### src/rtl/chunked_addsub_if.sv
// Handshake bus for chunked_addsub_unit: operand request side and result/flag side.
// The master drives operands and consumes results; the slave is the arithmetic unit.
interface chunked_addsub_if #(
  parameter int WIDTH = 32
);
  logic             in_valid;
  logic             in_ready;
  logic [WIDTH-1:0] a;
  logic [WIDTH-1:0] b;
  logic [1:0]       ctrl;
  logic             signed_mode;
  logic             out_valid;
  logic             out_ready;
  logic [WIDTH-1:0] result;
  logic             flag_zero;
  logic             flag_gt;
  logic             flag_carry;
  logic             flag_ovf;
  logic             out_illegal;
  logic             busy;

  modport master (
    output in_valid, a, b, ctrl, signed_mode, out_ready,
    input  in_ready, out_valid, result, flag_zero, flag_gt, flag_carry,
           flag_ovf, out_illegal, busy
  );

  modport slave (
    input  in_valid, a, b, ctrl, signed_mode, out_ready,
    output in_ready, out_valid, result, flag_zero, flag_gt, flag_carry,
           flag_ovf, out_illegal, busy
  );
endinterface

### src/rtl/chunked_addsub_unit.sv
// Multi-cycle add/sub/compare unit: one CHUNK-bit slice per clock, LSB first,
// carry registered between slices; result and flags registered on the final slice.
module chunked_addsub_unit #(
  parameter int WIDTH = 32,
  parameter int CHUNK = 8
) (
  input  logic            clk,
  input  logic            rst,
  chunked_addsub_if.slave bus
);
  localparam int NCHUNK = WIDTH / CHUNK;
  localparam int CW     = (NCHUNK > 1) ? $clog2(NCHUNK) : 1;

  generate
    if ((WIDTH % CHUNK) != 0) begin : g_bad_chunk
      $error("chunked_addsub_unit: WIDTH must be a multiple of CHUNK");
    end
  endgenerate

  typedef enum logic [1:0] {
    ST_IDLE = 2'd0,
    ST_RUN  = 2'd1,
    ST_DONE = 2'd2
  } state_t;

  typedef enum logic [1:0] {
    OP_ADD = 2'b00,
    OP_SUB = 2'b01,
    OP_CMP = 2'b10,
    OP_RSV = 2'b11
  } op_t;

  state_t           state_reg;
  logic [WIDTH-1:0] a_reg;
  logic [WIDTH-1:0] b_reg;        // already inverted for SUB/CMP
  logic [WIDTH-1:0] sum_reg;
  logic [1:0]       op_reg;
  logic             signed_reg;
  logic [CW-1:0]    cnt_reg;
  logic             carry_reg;

  logic             in_ready_reg;
  logic             out_valid_reg;
  logic             busy_reg;
  logic [WIDTH-1:0] result_reg;
  logic             zero_reg;
  logic             gt_reg;
  logic             carry_out_reg;
  logic             ovf_reg;
  logic             illegal_reg;

  logic [CHUNK-1:0] a_slices [NCHUNK];
  logic [CHUNK-1:0] b_slices [NCHUNK];
  logic [CHUNK:0]   slice_ext;
  logic [WIDTH-1:0] full_sum;
  logic             last_slice;
  logic             in_is_sub;

  // full_sum is the accumulated sum with the current slice merged in, so the
  // flags on the final edge see the complete word.
  genvar gi;
  generate
    for (gi = 0; gi < NCHUNK; gi++) begin : g_slice
      assign a_slices[gi] = a_reg[gi*CHUNK +: CHUNK];
      assign b_slices[gi] = b_reg[gi*CHUNK +: CHUNK];
      assign full_sum[gi*CHUNK +: CHUNK] =
        (cnt_reg == CW'(gi)) ? slice_ext[CHUNK-1:0] : sum_reg[gi*CHUNK +: CHUNK];
    end
  endgenerate

  always_comb begin
    slice_ext = {1'b0, a_slices[cnt_reg]} + {1'b0, b_slices[cnt_reg]}
              + {{CHUNK{1'b0}}, carry_reg};
  end

  assign last_slice = (cnt_reg == CW'(NCHUNK - 1));
  assign in_is_sub  = (bus.ctrl == OP_SUB) || (bus.ctrl == OP_CMP);

  logic sum_msb;
  logic carry_final;
  logic zero_c;
  logic ovf_c;
  logic gt_c;
  logic op_is_add;
  logic op_is_rsv;

  always_comb begin
    sum_msb     = full_sum[WIDTH-1];
    carry_final = slice_ext[CHUNK];
    zero_c      = (full_sum == '0);
    ovf_c       = (a_reg[WIDTH-1] == b_reg[WIDTH-1]) && (sum_msb != a_reg[WIDTH-1]);
    op_is_add   = (op_reg == OP_ADD);
    op_is_rsv   = (op_reg == OP_RSV);
    // Signed greater-than: nonzero difference with N == V.
    if (signed_reg) gt_c = ~zero_c & (sum_msb == ovf_c);
    else            gt_c = carry_final & ~zero_c;
  end

  always_ff @(posedge clk or posedge rst) begin
    if (rst) begin
      state_reg     <= ST_IDLE;
      a_reg         <= '0;
      b_reg         <= '0;
      sum_reg       <= '0;
      op_reg        <= 2'b00;
      signed_reg    <= 1'b0;
      cnt_reg       <= '0;
      carry_reg     <= 1'b0;
      in_ready_reg  <= 1'b1;
      out_valid_reg <= 1'b0;
      busy_reg      <= 1'b0;
      result_reg    <= '0;
      zero_reg      <= 1'b0;
      gt_reg        <= 1'b0;
      carry_out_reg <= 1'b0;
      ovf_reg       <= 1'b0;
      illegal_reg   <= 1'b0;
    end else begin
      case (state_reg)
        ST_IDLE: begin
          if (bus.in_valid) begin
            a_reg        <= bus.a;
            b_reg        <= in_is_sub ? ~bus.b : bus.b;
            carry_reg    <= in_is_sub;
            op_reg       <= bus.ctrl;
            signed_reg   <= bus.signed_mode;
            cnt_reg      <= '0;
            sum_reg      <= '0;
            in_ready_reg <= 1'b0;
            busy_reg     <= 1'b1;
            state_reg    <= ST_RUN;
          end
        end

        ST_RUN: begin
          sum_reg   <= full_sum;
          carry_reg <= slice_ext[CHUNK];
          if (last_slice) begin
            state_reg     <= ST_DONE;
            out_valid_reg <= 1'b1;
            illegal_reg   <= op_is_rsv;
            if (op_is_rsv) begin
              result_reg    <= '0;
              zero_reg      <= 1'b0;
              gt_reg        <= 1'b0;
              carry_out_reg <= 1'b0;
              ovf_reg       <= 1'b0;
            end else begin
              result_reg    <= op_is_add ? full_sum : ((op_reg == OP_SUB) ? full_sum : '0);
              zero_reg      <= zero_c;
              gt_reg        <= op_is_add ? 1'b0 : gt_c;
              carry_out_reg <= carry_final;
              ovf_reg       <= ovf_c;
            end
          end else begin
            cnt_reg <= cnt_reg + CW'(1);
          end
        end

        ST_DONE: begin
          if (bus.out_ready) begin
            out_valid_reg <= 1'b0;
            in_ready_reg  <= 1'b1;
            busy_reg      <= 1'b0;
            state_reg     <= ST_IDLE;
          end
        end

        default: begin
          state_reg     <= ST_IDLE;
          in_ready_reg  <= 1'b1;
          out_valid_reg <= 1'b0;
          busy_reg      <= 1'b0;
        end
      endcase
    end
  end

  assign bus.in_ready    = in_ready_reg;
  assign bus.out_valid   = out_valid_reg;
  assign bus.busy        = busy_reg;
  assign bus.result      = result_reg;
  assign bus.flag_zero   = zero_reg;
  assign bus.flag_gt     = gt_reg;
  assign bus.flag_carry  = carry_out_reg;
  assign bus.flag_ovf    = ovf_reg;
  assign bus.out_illegal = illegal_reg;

endmodule

### src/flat_wrapper.sv
// flat-port wrapper written by rule: the top's interface ports become plain ports
module chunked_addsub_unit_flat 
#(
  parameter int WIDTH = 32,
  parameter int CHUNK = 8
)
  (clk, rst, bus_in_valid, bus_a, bus_b, bus_ctrl, bus_signed_mode, bus_out_ready, bus_in_ready, bus_out_valid, bus_result, bus_flag_zero, bus_flag_gt, bus_flag_carry, bus_flag_ovf, bus_out_illegal, bus_busy);
  chunked_addsub_if #(.WIDTH(WIDTH)) bus_i ();
  input  logic clk;
  input  logic rst;
  input wire logic [$bits(bus_i.in_valid)-1:0] bus_in_valid;
  input wire logic [$bits(bus_i.a)-1:0] bus_a;
  input wire logic [$bits(bus_i.b)-1:0] bus_b;
  input wire logic [$bits(bus_i.ctrl)-1:0] bus_ctrl;
  input wire logic [$bits(bus_i.signed_mode)-1:0] bus_signed_mode;
  input wire logic [$bits(bus_i.out_ready)-1:0] bus_out_ready;
  output wire logic [$bits(bus_i.in_ready)-1:0] bus_in_ready;
  output wire logic [$bits(bus_i.out_valid)-1:0] bus_out_valid;
  output wire logic [$bits(bus_i.result)-1:0] bus_result;
  output wire logic [$bits(bus_i.flag_zero)-1:0] bus_flag_zero;
  output wire logic [$bits(bus_i.flag_gt)-1:0] bus_flag_gt;
  output wire logic [$bits(bus_i.flag_carry)-1:0] bus_flag_carry;
  output wire logic [$bits(bus_i.flag_ovf)-1:0] bus_flag_ovf;
  output wire logic [$bits(bus_i.out_illegal)-1:0] bus_out_illegal;
  output wire logic [$bits(bus_i.busy)-1:0] bus_busy;
  assign bus_i.in_valid = bus_in_valid;
  assign bus_i.a = bus_a;
  assign bus_i.b = bus_b;
  assign bus_i.ctrl = bus_ctrl;
  assign bus_i.signed_mode = bus_signed_mode;
  assign bus_i.out_ready = bus_out_ready;
  assign bus_in_ready = bus_i.in_ready;
  assign bus_out_valid = bus_i.out_valid;
  assign bus_result = bus_i.result;
  assign bus_flag_zero = bus_i.flag_zero;
  assign bus_flag_gt = bus_i.flag_gt;
  assign bus_flag_carry = bus_i.flag_carry;
  assign bus_flag_ovf = bus_i.flag_ovf;
  assign bus_out_illegal = bus_i.out_illegal;
  assign bus_busy = bus_i.busy;
  chunked_addsub_unit #(.WIDTH(WIDTH), .CHUNK(CHUNK)) u_core (.clk(clk), .rst(rst), .bus(bus_i));
endmodule
### config.mk
export PLATFORM = sky130hd
export DESIGN_NAME = chunked_addsub_unit_flat
export DESIGN_NICKNAME = d
export VERILOG_FILES = /design/src/rtl/chunked_addsub_if.sv /design/src/rtl/chunked_addsub_unit.sv /design/src/flat_wrapper.sv
export SDC_FILE = /design/constraint.sdc
export NUM_CORES = 1
export LEC_CHECK = 0
export ABC_AREA = 1
export BUFFER_PORTS_ARGS = -buffer_cell sky130_fd_sc_hd__buf_2
export CORE_MARGIN = 10
export CORE_UTILIZATION = 50
export DETAILED_ROUTE_END_ITERATION = 10
export PLACE_DENSITY_LB_ADDON = 0.08
export SETUP_SLACK_MARGIN = 0.05
export SLEW_MARGIN = 40
export SYNTH_ARGS = -nofsm -noshare
export SYNTH_HDL_FRONTEND = slang
export SYNTH_SLANG_ARGS = --single-unit
### constraint.sdc
create_clock -name clk -period 7.47 [get_ports clk]
set_input_delay 0.3735 -clock clk [delete_from_list [all_inputs] [get_ports clk]]
set_output_delay 0.3735 -clock clk [all_outputs]
set_load 0.01 [all_outputs]
After elaboration in Yosys (flattened, before gate mapping)
Cells that the tools add are included.
Widths: inputs -> output; s select.
{"block": "word_totals", "ff_bits": 144, "latch_bits": 0, "ram_bits": 0, "mem_bits_ro": 0, "in_bits": 71, "out_inout_bits": 40, "word_cells": 97, "n_memories": 0}
{"block": "classes", "add_sub_neg": 3, "multipliers": 0, "div": 0, "magnitude_cmp": 1, "n_eq_ne": 16, "shift": 0, "mux": 39, "bitwise": 7, "reduce_logical": 14}
{"operator": "$mux 32", "n": 5}
{"operator": "$mux 8", "n": 8}
{"operator": "$pmux 32 s2", "n": 1}
{"operator": "$bmux 8 s2", "n": 2}
{"operator": "$logic_not 32->1", "n": 1}
{"operator": "$not 32->32", "n": 1}
{"operator": "$mux 1", "n": 12}
{"operator": "$reduce_and 3->1", "n": 4}
{"operator": "$eq 2x2->1 const B", "n": 5}
{"operator": "$mux 2", "n": 5}
{"operator": "$add 8x8->9", "n": 1}
{"operator": "$add 9x1->9", "n": 1}
{"operator": "$pmux 1 s3", "n": 3}
{"operator": "$eq 2x1->1 const B", "n": 4}
{"operator": "$logic_not 2->1", "n": 3}
{"operator": "$ne 2x2->1 const B", "n": 3}
{"operator": "$pmux 2 s3", "n": 1}
{"operator": "$reduce_and 2->1", "n": 3}
{"operator": "$pmux 2 s2", "n": 1}
{"operator": "$ge 3x3->1 const B", "n": 1}
{"operator": "$not 1->1", "n": 3}
{"operator": "$not 2->3", "n": 1}
{"operator": "$add 2x1->2 const B", "n": 1}
{"operator": "$and 1x1->1", "n": 2}
{"operator": "7 further kinds", "n": 8}

Longest topological paths before layout
{"block": "depth", "depth_word": 14, "mapped_depth": 22, "ltp_nobuf": 20}

Least setup slack after synthesis
OpenSTA, ideal clock, no wires.
{"block": "synth_path", "kind": "flip-flop to flip-flop", "startpoint": "register u_core.cnt_reg[0]", "endpoint": "register u_core.gt_reg (netlist: u_core.bus.flag_gt)", "setup_ns": 0.116, "arrival_time_ns": 2.893, "required_time_ns": 7.354, "slack_ns": 4.461, "path_stages_with_launch": 23, "n_path_buf": 2, "period_less_slack_ns": 3.009, "path_cell_list": "dfrtp_1 > clkbuf_1 > inv_1 > clkbuf_1 > nor2_1 > o22ai_1 > fa_1 > inv_1 > fa_1 > inv_1 > nand2_1 > nand2_2 > nand3b_2 > nand2_1 > nand2_2 > nand3_1 > nand2_1 > nor2_1 > nand2_1 > nor2_2 > nand2_1 > nand2_1 > nand2_1"}
{"block": "synth_via", "elab_chain_cells": 14, "word_cells_on_any_way": 28, "cone_classes": "add/sub (2); eq/ne (5); mux (13); bitwise (4); reduce/logical (4)"}
{"element": "from (decl)", "line_no": "chunked_addsub_unit.sv:39", "source": "logic [CW-1:0] cnt_reg;"}
{"element": "from (signal assigned)", "line_no": "chunked_addsub_unit.sv:156", "source": "cnt_reg <= cnt_reg + CW'(1);"}
{"element": "branches (longest 14 deep; another with $add 8x8->9)"}
{"element": "to (signal assigned)", "line_no": "chunked_addsub_unit.sv:151", "source": "gt_reg <= op_is_add ? 1'b0 : gt_c;"}
{"element": "to (decl)", "line_no": "chunked_addsub_unit.sv:47", "source": "logic gt_reg;"}
Parallel ways; which one is timed is not known. The select of a mux whose other input is x is not followed.
A chain may end at the register's enable or synchronous reset.

Worst setup path in the final report
{"block": "layout_path", "startpoint": "register u_core.cnt_reg[1]", "endpoint": "register u_core.gt_reg (netlist: u_core.bus.flag_gt)"}
Same word-level chain as after synthesis.

==> results.txt <==
----------------------------------------------------
[Floorplanning]
  Die area ... 19400 um2
  Core region area ... 13900 um2
  FP Rows ... 43
  Initial Util ... between 50% and 60%
  Number of placed I/O pins ... 111
  Die W ... 139 um
  Y dimension of the die ... 139 um

[Timing]
  Highest clock frequency the design can meet ... 0.263 GHz
  Number of endpoints failing setup at the final stage ... 0
  Post-route fraction of the period consumed by the critical path ... just over 50%
  Relative slew slack ... approximately half
  Slew of the pin with the lowest slew margin ... about 750 ps
  Setup repair after global routing missed its margin ... no
  Final count of pins violating max slew ... 0
  Final Hold Viols ... 0
  Post-route clock skew ... between 8 and 9 ps
  TNS Setup ... 0 ps
  Final Critical Period ... 3800 ps

[Yosys]
  Leading post-synthesis cells by cell area ... sky130_fd_sc_hd__dfrtp_1 (50%), sky130_fd_sc_hd__nand2_1 (14%), sky130_fd_sc_hd__o21ai_0 (6.8%)
  Total of warnings raised by yosys ... 0
  Library cells used by synthesis ... 34
  Mean area per synthesized cell ... 8.20 um2
  Post-synthesis cell type with the largest combined area ... sky130_fd_sc_hd__dfrtp_1
  Proportion of synthesized chip area in sequential cells ... 50.7%
  Summed instance area of the synthesized netlist ... 7100 um2
  Synth top area share ... 50.4%
  Most common flop cell mapped by yosys ... sky130_fd_sc_hd__dfrtp_1
  Post-synthesis register bit count ... 144
  Async SR Flop Fraction ... 100%
  Number of nets produced by synthesis ... 950
  Syn Inst Count ... between 800 and 900
  EDFF count, synth ... 0

[Setup path]
  Reg-to-reg startpoint ... u_core.cnt_reg[1]$_DFFE_PP0P_
  Crit. End Element ... flop
  Length in cells of the worst reg-to-reg path ... 18
  Required time at the endpoint of the critical path ... 7790 ps
  Worst setup path start ... u_core.cnt_reg[1]$_DFFE_PP0P_
  Crit Path Class ... flop to flop
  Critical path peak fanout ... 21
  Critical path cell sequence ... inv_1, o21ai_0, o22ai_1, fa_1, inv_1, fa_1, nand2_1, o21a_1, nor2_1, nand2_1, nor2_1, nand3_1, nor2_1, nand2_1, nor2_2, nand2_1, nand2_1, nand2_1
  Critical path's slowest cell ... sky130_fd_sc_hd__fa_1
  Data arrival time of the worst path ... 4120 ps
  Startpoint class of the critical path ... flop
  Most numerous cell on the critical path ... sky130_fd_sc_hd__nand2_1
  Maximum cell stage delay along the critical path ... 650 ps

[Routing]
  Drt initial violations ... 572
  Post-detailed-route DRC marker count ... 0
  Per-cell via count in the routed design ... 5.35
  TritonRoute pass-1 iters ... 5
  Sum of routed wire length over all layers ... roughly 19 mm
  Avg WL per Cell ... 16.6 um
  Vias ... just over 6000
  Residual antenna-violating net count after detailed routing ... 0

[Power]
  Pwr dens ... 561 nW/um2
  Leakage power figure ... 0.00428 uW
  Maximum ir drop on the vdd rail ... 0.000239 V

[Clock tree]
  Number of buffers added for setup after CTS ... 0
  Number of clock sinks ... between 100 and 150
  Library cell used as clock root buffer ... sky130_fd_sc_hd__clkbuf_16
  Source-to-sink clock delay at the later pin of the worst-skew pair ... 430 ps
  Clock slew seen by the registers of the worst setup and hold paths ... 60 ps
  # resized after CTS ... 0
  H-Tree Depth ... 4
  TritonCTS clock tree ... done
  Buffers from clock root to sink, at most ... 2
  TritonCTS Buffers ... 17
  Number of hold buffers added after CTS ... 0

[Final layout]
  Post-Route Utilization ... between 60% and 70%
  Layout Nets ... 1036
  Multi-input gate area in the final layout ... 3090 um2
  Most common cell after layout, fill and taps aside ... sky130_fd_sc_hd__nand2_1
  Area occupied by registers ... ~3600 um2
  Antenna diode count ... 0
  Fillcell total ... roughly 1300
  Fraction of layout instances using a drive strength above 1 ... 19.1%
  Area growth syn-to-layout ... 17.8%
  Top library cells by usage in the layout, fill and taps aside ... sky130_fd_sc_hd__nand2_1 (258), sky130_fd_sc_hd__dfrtp_1 (142), sky130_fd_sc_hd__buf_2 (110)

[Worst hold path]
  Hold Crit Class ... primary input to asynchronous set/reset pin

[Global route]
  Largest net degree at the start of global routing ... 84
  Number of global-route vias before repair ... around 6300
  Global-route wire length before repair ... 31.6 mm
  Global router's overall resource usage ... 19.7%
  Antenna violations before repair ... 0
  Total grt overflow ... 0

[Flow run]
  # Max-Cap Violations ... 0

[Placement]
  Buffers added on ports ... between 100 and 150
  Final HPWL from detailed placement ... 13.3 mm
  Placer congestion estimate ... 0.921

[Run status]
  Status ... complete, no violations

----------------------------------------------------
-- kinds of logic after synthesis --
group	after synthesis	share of synthesized area, %
and+or+nand+nor	394	23.2
AOI/OAI and AO/OA	174	13.3
DFF	144	50.7
buffers and inverters	108	6.09
xor gates and xnor gates	33	4.17
adders and majority gates	13	2.50
-- cell type report --
type	instances	area share, %
well taps	180	2.69
clock inverters	8	1.48
clock buffers	24	6.12
flip-flops and latches	144	43.1
inverters	62	2.86
multi-input cells	614	36.9
repair buffers	113	6.89
-- through the flow --
step                      std cells  total power (uW)  hold slack [ps]  area, um2  setup slack (ps)
after global placement         1113              3710              449       7730              3400
after global routing           1145              5100             95.1       8370              3260
after floorplan                 866              3090              444       7100              3230
after CTS                      1145              4690             76.4       8370              3740
after detailed placement       1113              3770              464       7730              3810
final                          1145              4700             34.2       8370              3670
-- cells in the mapped netlist, types with 4 or more instances --
library cell               count
sky130_fd_sc_hd__nand3_2       4
sky130_fd_sc_hd__o21ai_1      34
sky130_fd_sc_hd__ha_1         11
sky130_fd_sc_hd__o21ai_2       4
sky130_fd_sc_hd__nand2_1     259
sky130_fd_sc_hd__inv_2         6
sky130_fd_sc_hd__clkbuf_1     24
sky130_fd_sc_hd__inv_1        56
sky130_fd_sc_hd__xor2_1       32
sky130_fd_sc_hd__nand3_1      64
sky130_fd_sc_hd__o22ai_1      24
sky130_fd_sc_hd__o21ai_0      96
sky130_fd_sc_hd__buf_2        16
sky130_fd_sc_hd__nor2_1       49
sky130_fd_sc_hd__nand2_2       9
sky130_fd_sc_hd__dfrtp_1     143
sky130_fd_sc_hd__buf_1         4
sky130_fd_sc_hd__a21oi_1       7
-- worst paths after layout --
path	endpoint	slack, ps
worst max-delay path	u_core.bus.flag_gt$_DFFE_PP0P_	3670
worst min-delay path	u_core.sum_reg[31]$_DFFE_PP0P_	30
worst max register to register	u_core.bus.flag_gt$_DFFE_PP0P_	3670
worst min register to register	u_core.bus.in_ready$_DFFE_PP1P_	470
max in group asynchronous	u_core.sum_reg[23]$_DFFE_PP0P_	6380
min in group clk	u_core.a_reg[0]$_DFFE_PP0P_	140
-- routing by layer --
layer	wire length, um	global-route usage (%)	up-vias
met5	0	0	-
met4	488	8.35	0
met3	917	4.18	38
met2	9370	33.3	189
met1	8200	23.8	2909
li1	-	-	2989
-- power by group --
group / internal [uW] / leakage, uW / switching, uW
combinational: 795 / 0.00214 / 1620
clock: 578 / 0.000309 / 323
sequential: 1140 / 0.00183 / 243
-- critical path, delay by kind of cell (launching register included) --
kind	cells	cell delay [ps]
compound gates	3	550
flops	1	590
simple gates	11	970
buf+inv	2	650
fa+ha+maj	2	910
(Power assumes the default switching activity.)
